File: src/rtl/dm_arb_pkg.sv
// Shared types and default widths for the data-memory arbiter.
package dm_arb_pkg;

  localparam int unsigned DefaultAw = 10;
  localparam int unsigned DefaultDw = 32;

  typedef enum logic [1:0] {
    IDLE,
    ISSUE,
    RESP
  } state_t;

endpackage

File: src/rtl/dm_arb_pick.sv
// Two-way winner select: A wins unless only B requests, or both request and ptr favours B.
module dm_arb_pick (
  input  logic ReqA,
  input  logic ReqB,
  input  logic ptr,
  output logic pick_b
);

  always_comb begin
    pick_b = ReqB & (~ReqA | ptr);
  end

endmodule

File: src/rtl/data_memory_arbiter.sv
// Two-requester single-port data-memory arbiter: IDLE/ISSUE/RESP, one access per 2 cycles.
// Define ARB_ROUND_ROBIN_EN for round-robin between A and B; default is fixed priority to A.
module data_memory_arbiter
  import dm_arb_pkg::*;
#(
  parameter int unsigned AW = DefaultAw,
  parameter int unsigned DW = DefaultDw
) (
  input  logic          Clk,
  input  logic          Rst_n,
  input  logic          ReqA,
  input  logic          WriteA,
  input  logic [AW-1:0] AddrA,
  input  logic [DW-1:0] WDataA,
  output logic          GntA,
  output logic          ValidA,
  output logic [DW-1:0] RDataA,
  input  logic          ReqB,
  input  logic          WriteB,
  input  logic [AW-1:0] AddrB,
  input  logic [DW-1:0] WDataB,
  output logic          GntB,
  output logic          ValidB,
  output logic [DW-1:0] RDataB,
  output logic [AW-1:0] MemAddress,
  output logic [DW-1:0] MemWriteData,
  output logic          MemWrite,
  output logic          MemRead,
  input  logic [DW-1:0] MemReadData,
  output logic          Busy
);

  state_t        state_q;
  logic          win_b_q;
  logic          wr_q;
  logic          ptr;
  logic          pick_b;
  logic          arb;
  logic          sel_write;
  logic [AW-1:0] sel_addr;
  logic [DW-1:0] sel_wdata;

`ifdef ARB_ROUND_ROBIN_EN
  // ptr_q set means B is favoured on the next contested grant.
  logic ptr_q;

  always_ff @(posedge Clk or negedge Rst_n) begin
    if (!Rst_n) begin
      ptr_q <= 1'b0;
    end else if (arb) begin
      ptr_q <= ~pick_b;
    end
  end

  assign ptr = ptr_q;
`else
  assign ptr = 1'b0;
`endif

  dm_arb_pick u_pick (
    .ReqA  (ReqA),
    .ReqB  (ReqB),
    .ptr   (ptr),
    .pick_b(pick_b)
  );

  always_comb begin
    arb       = (state_q != ISSUE) && (ReqA || ReqB);
    sel_write = pick_b ? WriteB : WriteA;
    sel_addr  = pick_b ? AddrB : AddrA;
    sel_wdata = pick_b ? WDataB : WDataA;
    Busy      = (state_q != IDLE);
  end

  always_ff @(posedge Clk or negedge Rst_n) begin
    if (!Rst_n) begin
      state_q      <= IDLE;
      win_b_q      <= 1'b0;
      wr_q         <= 1'b0;
      GntA         <= 1'b0;
      GntB         <= 1'b0;
      ValidA       <= 1'b0;
      ValidB       <= 1'b0;
      RDataA       <= '0;
      RDataB       <= '0;
      MemAddress   <= '0;
      MemWriteData <= '0;
      MemWrite     <= 1'b0;
      MemRead      <= 1'b0;
    end else begin
      GntA   <= 1'b0;
      GntB   <= 1'b0;
      ValidA <= 1'b0;
      ValidB <= 1'b0;
      case (state_q)
        ISSUE: begin
          MemWrite <= 1'b0;
          MemRead  <= 1'b0;
          state_q  <= RESP;
        end
        RESP: begin
          // A write echoes its own data since memory read data is undefined for writes.
          if (win_b_q) begin
            ValidB <= 1'b1;
            RDataB <= wr_q ? MemWriteData : MemReadData;
          end else begin
            ValidA <= 1'b1;
            RDataA <= wr_q ? MemWriteData : MemReadData;
          end
          state_q <= IDLE;
        end
        default: state_q <= IDLE;
      endcase
      if (arb) begin
        win_b_q      <= pick_b;
        wr_q         <= sel_write;
        MemAddress   <= sel_addr;
        MemWriteData <= sel_wdata;
        MemWrite     <= sel_write;
        MemRead      <= ~sel_write;
        GntA         <= ~pick_b;
        GntB         <= pick_b;
        state_q      <= ISSUE;
      end
    end
  end

endmodule

File: config.mk
export PLATFORM = sky130hd
export DESIGN_NAME = data_memory_arbiter
export DESIGN_NICKNAME = d
export VERILOG_FILES = /design/src/rtl/dm_arb_pkg.sv /design/src/rtl/dm_arb_pick.sv /design/src/rtl/data_memory_arbiter.sv
export SDC_FILE = /design/constraint.sdc
export NUM_CORES = 1
export LEC_CHECK = 0
export CAP_MARGIN = 10
export CORE_MARGIN = 5
export CORE_UTILIZATION = 35
export CTS_BUF_LIST = sky130_fd_sc_hd__clkbuf_16
export DETAILED_ROUTE_END_ITERATION = 10
export DONT_BUFFER_PORTS = 1
export GPL_TIMING_DRIVEN = 0
export PLACE_DENSITY = 0.47
export SLEW_MARGIN = 20
export SYNTH_ARGS = -nofsm -noshare
export SYNTH_HDL_FRONTEND = slang
export SYNTH_SLANG_ARGS = --single-unit
File: constraint.sdc
create_clock -name Clk -period 1.4 [get_ports Clk]
set_input_delay 0 -clock Clk [delete_from_list [all_inputs] [get_ports Clk]]
set_output_delay 0 -clock Clk [all_outputs]
set_load 0.02 [all_outputs]
### After elaboration in Yosys (flattened, before gate mapping)

Cells that the tools add are included.

* bitwise logic cells: 5
* reduce and logical (&&, ||, !) cells: 6
* mux-type cells: 15
* equal/unequal tests: 3

Operators with widths (count)
* $mux 32: 2
* $mux 1: 10
* $mux 10: 1
* $mux 2: 2
* $not 1->1: 4
* $reduce_and 2->1: 2
* $reduce_bool 2->1: 2
* $eq 2x1->1 const B: 1
* $eq 2x2->1 const B: 1
* $ne 2x1->1 const B: 1
* $and 1x1->1: 1
* $logic_and 1x1->1: 1
* $logic_or 1x1->1: 1

* output and inout bits: 113
* flip-flop bits (word level): 116
* word-level logic and storage cells: 42
* input port bits: 122

### Depth between registers and ports, before layout

Gate-level depths: netlist (run 1).

* depth after elaboration: 5
* mapped depth: 6
* gate-level depth less buffers: 3

### Cells and area by module

Synthesis (run 1) repeated with hierarchy kept, for this count alone.

* cells, all modules: 459
* area, all modules: 5106.1 um^2

Modules (own cells, without submodules)
* data_memory_arbiter: sequential area each 2902.8 um^2, cells an instance 457, area each 5094.9 um^2, instances 1
* dm_arb_pick: sequential area each 0.0 um^2, cells an instance 2, area each 11.3 um^2, instances 1

### Worst setup path before layout (run 1)

Ideal clock, no wire load.

* kind: register to register
* from: reg state_q[1]
* to: reg MemAddress[0]
* required time: 1.274 ns
* cell stages (with the launch flop): 7
* path buffers: 3
* setup time: 0.126 ns
* period minus slack after synthesis: 1.409 ns
* path slack: -0.009 ns
* data arrival time: 1.283 ns
* cell sequence: dfrtp_1 -> nand2b_4 -> buf_6 -> and2_4 -> buf_6 -> buf_6 -> a221o_1

* longest elaborated chain between the ends: 2

RTL lines
* start, declared: RTL line data_memory_arbiter.sv:33 `state_t state_q;`
* start signal, assigned: RTL line data_memory_arbiter.sv:77 `state_q <= IDLE;`
* start signal, assigned: RTL line data_memory_arbiter.sv:99 `state_q <= RESP;`
* start signal, assigned: RTL line data_memory_arbiter.sv:110 `state_q <= IDLE;`
* $ne 2x1->1: RTL line data_memory_arbiter.sv:68 `arb = (state_q != ISSUE) && (ReqA || ReqB);`
* $logic_and 1x1->1: RTL line data_memory_arbiter.sv:68
* end signal, assigned: RTL line data_memory_arbiter.sv:117 `MemAddress <= sel_addr;`
* end, declared: RTL line data_memory_arbiter.sv:25 `output logic [AW-1:0] MemAddress,`

No other way between the ends.
A chain may end at the register's enable or synchronous reset.

### Worst setup path in the final report (run 1)

* from: reg state_q[1]
* to: reg MemWriteData[6]

* longest elaborated chain between the ends: 2

RTL lines
* $ne 2x1->1: RTL line data_memory_arbiter.sv:68
* $logic_and 1x1->1: RTL line data_memory_arbiter.sv:68
* end signal, assigned: RTL line data_memory_arbiter.sv:118 `MemWriteData <= sel_wdata;`
* end, declared: RTL line data_memory_arbiter.sv:26 `output logic [DW-1:0] MemWriteData,`

No other way between the ends.

==> results of run 1 <==
## stage by stage
step	utilization [%]	hold WS, ps	setup TNS [ps]	worst slack (ps)	area [um^2]
final	53.6	-716	-2700	-126	7180
after global routing	53.6	-744	-4120	-158	7180
after CTS	52.4	-733	-5550	-148	7020
after detailed placement	37.6	-292	-15820	-287	5040
after global placement	37.6	-292	-15140	-215	5040
after floorplan	-	-296	-332	-8.78	4820
## per-layer routing
layer,track usage [%],share of wire (%),vias to the layer above
li1,-,-,1830
met1,25.1,41,1984
met2,34.7,49,211
met3,8.01,8.7,22
met4,8.71,1.7,0
met5,0,0,-
## registers in the layout (all words and copies together), names as in the netlist, 2 cells and up
register / count
MemAddress: 10
MemWriteData: 32
RDataA: 32
RDataB: 32
state_q: 2
## cell families (layout without fill, tap and decap cells)
group / after synthesis / in the layout
flip-flops: 116 / 116
AND/OR/NAND/NOR: 118 / 119
multiplexers: 32 / 32
buffers and inverters: 41 / 203
AO/OA/AOI/OAI: 113 / 113
## power by group
part           switching [mW]  internal (mW)
Combinational            2.19           2.34
Clock                    1.51           2.74
Sequential               3.13           4.85
Total                    6.83           9.93
## what timing repair did
action / CTS / global route
endpoints found under the hold margin: 227 / 117
buffers inserted: 4 / 4
hold buffers: 119 / 2
resized for setup: 45 / 29
gates cloned: 3 / 1
setup endpoints to repair: 105 / 108
pin swaps: 0 / 1
## final cells by class
cell class / instances / area (um^2) / area share [%]
Sequential cell: 116 / 2900 / 40.4
Multi-Input combinational cell: 264 / 1770 / 24.7
Buffer: 36 / 347 / 4.83
Tap cell: 176 / 220 / 3.07
Clock buffer: 17 / 425 / 5.92
Inverter: 4 / 15.0 / 0.209
Clock inverter: 14 / 148 / 2.06
Timing Repair Buffer: 132 / 1350 / 18.8
## worst min path at each step
stage / start / endpoint / slack [ps]
2_1_floorplan: Rst_n / GntA / -300
3_3_place_gp: Rst_n / RDataB[7] / -290
3_5_place_dp: Rst_n / MemWriteData[7] / -290
4_1_cts: Rst_n / MemWriteData[7] / -730
5_1_grt: Rst_n / MemWriteData[7] / -740
6_report: Rst_n / MemWriteData[4] / -720
## synthesized netlist by cell type, drive strengths merged
master / instances / area share [%]
a221o: 42 / 8.7
nor3b: 1 / 0.16
o21ai: 33 / 3.5
or2: 2 / 0.26
and2b: 1 / 0.16
nand2b: 3 / 0.54
nor3: 1 / 0.10
nand3b: 1 / 0.16
inv: 4 / 0.31
a21oi: 34 / 3.5
nor2: 32 / 2.5
o2bb2ai: 1 / 0.18
nor2b: 1 / 0.13
and3: 42 / 5.5
nand2: 33 / 2.6
clkbuf: 15 / 1.2
a21o: 1 / 0.16
a22oi: 1 / 0.16
and2: 1 / 0.18
mux2i: 32 / 6.6
o21a: 1 / 0.16
buf: 22 / 3.1
dfrtp: 116 / 60
## worst max-delay path: cells and delay by family, from the launching register on
family	cells	cell delay [ps]
buf+inv	3	420
compound gates	1	280
simple gates	2	330
flops	1	380
==> reports/metrics.cfg, run 1 <==
[final_layout]
nets=693
mostFrequentLayoutCells=dlygate4sd3_1, dfrtp_1, a221o_1, a21oi_1, nand2_1
final_common_cell=dlygate4sd3_1
stdcell_count=759
fillers=1174
drive_gt1_share_pct=15.1
antenna_cells=0
area_growth_pct=48.9

[timing]
timing.final.crit_share_pct=109
layout_min_cycle_time_ps=1530
final_hold_viol_count=116
rsz0062_at_grt=true
setup_ws_ps=-126
fin_skew_ps=8.45
slew-limit-headroom_pct=61.8
drv_slew=0
clock.fmax_mhz=655
worstMarginPinSlew_ps=574
setup_viol=40
hold_ws_ps=-716

[drt]
num_vias=4047
wl_per_cell_um=22.8
ant_nets=0
drc=0
viasPerCell=5.33
drt_pre_antenna_iters=5
drt_iter0_markers=221
routed_wl_um=17300

[power]
finalPower_mw=16.8
p_per_area_nw_per_um2=2330
peakVddDrop_mv=0.914
p_leak_nw=3.28

[synth]
synth_compound_area_share_pct=16.4
synth_top_family_by_area=compound AO/OA/AOI/OAI gates
synthAdderAreaFrac_pct=0
yosysSeqAreaShare_pct=60.2
ys_types=26
synthMuxAreaShare_pct=6.64
netlist_instances=420
synth-simple-area-share_pct=12.2
ys_seq_elements=116
synth_xor_area_share_pct=0
syn_avg_cell_area_um2=11.5
ys_warn_count=0
syn_nets=542
syn_area_um2=4820

[cts]
cts_tree=done
cts-root-buf=clkbuf_16
cts-htree-levels=4
cts.sinks=116
path_clk_slew_ps=60
cts_made_buffers=17
clk_latency_ps=410
clk_path_buf_depth=2

[global_routing]
antenna_found_initial=0
grt_max_degree=117
grt_usage_pct=21.2
grt_pass1_wl_um=26100
grt_pass1_vias=4611
gr-total-overflow=0

[die]
coreArea_um2=13400
dieArea_um2=16200
rows=42
start_util_pct=36.0
die_h_um=127
pin_count=235
die_w_um=127

[outcome]
status=finished, violations left
violations=negative hold slack, negative setup slack

[setup_path]
worstPathArrival_ps=1810
r2r_cells=6
rr_endpoint=MemWriteData[6]
worstSetupPathType=register to register
cp-end-kind=register
path_cells=nand2b_4, buf_8, buf_12, clkbuf_16, and3_4, a221o_1
max_stage_delay_ps=380
r2r-start=state_q[1]
required_ps=1690
crit_end=MemWriteData[6]
r2r_slack_ps=-130
crit_start=state_q[1]
slowest_stage=dfrtp_1
path_max_fanout=10
critPathLaunchType=register

[job]
drv_cap=0

[placed_design]
place.gp.congestion=0.745
hpwl_um=11200
post-place-cells=596
portBuffers=0

[min_path]
hold_path_class=primary input to async pin

(Power assumes the default switching activity.)
==> run 2: changes to the inputs <==
--- a/config.mk
+++ b/config.mk
@@ -6,6 +6,7 @@
 export NUM_CORES = 1
 export LEC_CHECK = 0
 export CAP_MARGIN = 10
+export CORE_ASPECT_RATIO = 0.7
 export CORE_MARGIN = 5
 export CORE_UTILIZATION = 35
 export CTS_BUF_LIST = sky130_fd_sc_hd__clkbuf_16
==> reports/metrics.cfg, run 2 (same netlist as run 1, synthesis figures left out) <==
[power]
power_frac_seq_pct=48.0  ; +0.4 points
p_switching_mw=6.99  ; +2.2%
finalPower_mw=16.7  ; -0.38%
intPower_mw=9.71  ; -2.2%
p_per_area_nw_per_um2=2340  ; +0.16%
p_sw_share_pct=41.8  ; +1.1 points
p_clk_share_pct=24.5  ; -0.9 points
p_leak_nw=3.28  ; about the same
pwr-share-comb_pct=27.5  ; +0.5 points
peakVddDrop_mv=0.949  ; +3.8%

[die]
die_h_um=108  ; -15%
rows=35  ; -17%
pin_count=235  ; unchanged
start_util_pct=36.2  ; +0.24 points
dieArea_um2=16300  ; +0.23%
coreArea_um2=13300  ; -0.65%
die_w_um=150  ; +18%

[drt]
drt_iter0_markers=225  ; +1.8%
drc=0  ; unchanged
wl_met1_um=7460  ; +5.5%
viasPerCell=5.34  ; about the same
drt_pre_antenna_iters=4  ; -1
ant_nets=0  ; unchanged
num_vias=4115  ; +1.7%
routed_wl_um=17800  ; +2.8%
dr_wl_met2_um=8360  ; -1.2%
met3_length_um=1800  ; +19%
wl_per_cell_um=23.1  ; +1.2%
top_layer_used=met4

[global_routing]
grt_pass1_vias=4383  ; -4.9%
gr-total-overflow=0  ; unchanged
grt_pass1_wl_um=25800  ; -1.3%
grt_usage_pct=21.1  ; -0.12 points
antenna_found_initial=0  ; unchanged
grt_max_degree=117  ; unchanged

[final_layout]
drive_gt1_share_pct=14.0  ; -1.1 points
reg_top3=MemWriteData: 32 flops, RDataA: 32 flops, RDataB: 32 flops
final_common_cell=dlygate4sd3_1
fillers=1172  ; -0.17%
antenna_cells=0  ; unchanged
area_growth_pct=48.1
nets=696  ; +0.43%
mostFrequentLayoutCells=dlygate4sd3_1, dfrtp_1, a221o_1, and3_1, a21oi_1

[cts]
cts_tree=done
cts_made_buffers=17  ; unchanged
cts.sinks=116  ; unchanged
cts-root-buf=clkbuf_16
clk_path_buf_depth=2  ; unchanged
cts-htree-levels=4  ; unchanged
path_clk_slew_ps=60  ; about the same
clk_latency_ps=400  ; about the same

[job]
drv_cap=0  ; unchanged

[placed_design]
hpwl_um=11300  ; +0.87%
portBuffers=0  ; unchanged
place.gp.congestion=0.706  ; -5.3%

[timing]
timing.final.crit_share_pct=105  ; -3.7 points
setup_ws_ps=-74.7  ; +51.7 ps
worstMarginPinSlew_ps=683  ; +110 ps
final_hold_viol_count=116  ; unchanged
slew-limit-headroom_pct=54.4  ; -7.3 points
clock.fmax_mhz=678  ; +3.5%
hold_ws_ps=-712  ; +4.74 ps
layout_min_cycle_time_ps=1470  ; -51.7 ps
fin_skew_ps=7.95  ; -0.498 ps
setup_viol=41  ; +2.5%
drv_slew=0  ; unchanged
rsz0062_at_grt=true

[setup_path]
cp-end-kind=register
r2r_slack_ps=-70  ; +50 ps
worstSetupPathType=register to register
critPathLaunchType=register
required_ps=1670  ; -20 ps
path_max_fanout=10  ; unchanged
crit_start=state_q[1]
worstPathArrival_ps=1750  ; -60 ps
r2r-start=state_q[1]

[outcome]
status=finished, violations left
violations=negative hold slack, negative setup slack

[min_path]
hold_path_class=primary input to async pin

-- run 2: cell count changes in the layout (fill, tap and decap cells not counted), sizes merged --
cell,before,now
clkbuf,35,33
bufinv,3,2
inv,7,6
buf,29,33
o21ai,33,34
clkinv,5,7
-- run 2: worst max-delay path, stage by stage, from the launching register on --
cell	delay (ps)
dfrtp_1	370
nand2b_4	170
buf_8	140
and2_4	210
buf_12	160
a221o_1	300
-- run 2: repair_timing --
action,in CTS,in global routing
buffers inserted,6,2
pin swaps,0,1
gates cloned,1,6
hold buffers,120,1
setup endpoints to repair,105,103
endpoints found under the hold margin,227,119
gates resized for setup,36,33
-- run 2: routing by layer --
metal	GRT usage, %	up-vias
met4	6.27	0
li1	-	1840
met3	8.46	19
met5	0	-
met1	25.5	2034
met2	34.8	222
-- run 2: layout make-up --
cell class	instances	area, um^2	share of cell area, %
plain buffers	36	314	4.40
clock buffers	17	425	5.96
clock inverters	14	123	1.72
inverters	4	15.0	0.210
multi-input cells	265	1750	24.4
flip-flops and latches	116	2900	40.6
well taps	185	231	3.24
repair buffers	134	1390	19.4
-- run 2: power by group through the flow --
stage,sequential (mW),combinational (mW),clock [mW]
3_5_place_dp,8.07,3.63,0
2_1_floorplan,7.51,2.76,0
5_1_grt,8.23,5.02,4.31
4_1_cts,8.04,4.22,4.16
3_3_place_gp,8.07,3.52,0
6_report,8.01,4.59,4.09
-- run 2: final timing paths --
path / end / cells after the start
setup / recovery: MemWriteData[22] / 5
hold / removal: RDataA[18] / 0
setup reg to reg: MemWriteData[22] / 5
hold reg to reg: win_b_q / 1
max in group asynchronous: RDataA[5] / 0
min in group Clk: MemWriteData[0] / 2
-- run 2: per-stage QoR --
step	cells	setup WS (ps)	utilization (%)	TNS, ps	instance area (um^2)
finish	771	-74.7	53.6	-1990	7140
floorplan	420	-8.78	-	-332	4820
global route	771	-116	53.6	-4640	7140
CTS	762	-55.9	52.3	-1790	6960
detailed placement	605	-272	38.0	-17200	5050
global placement	605	-292	38.0	-17140	5050
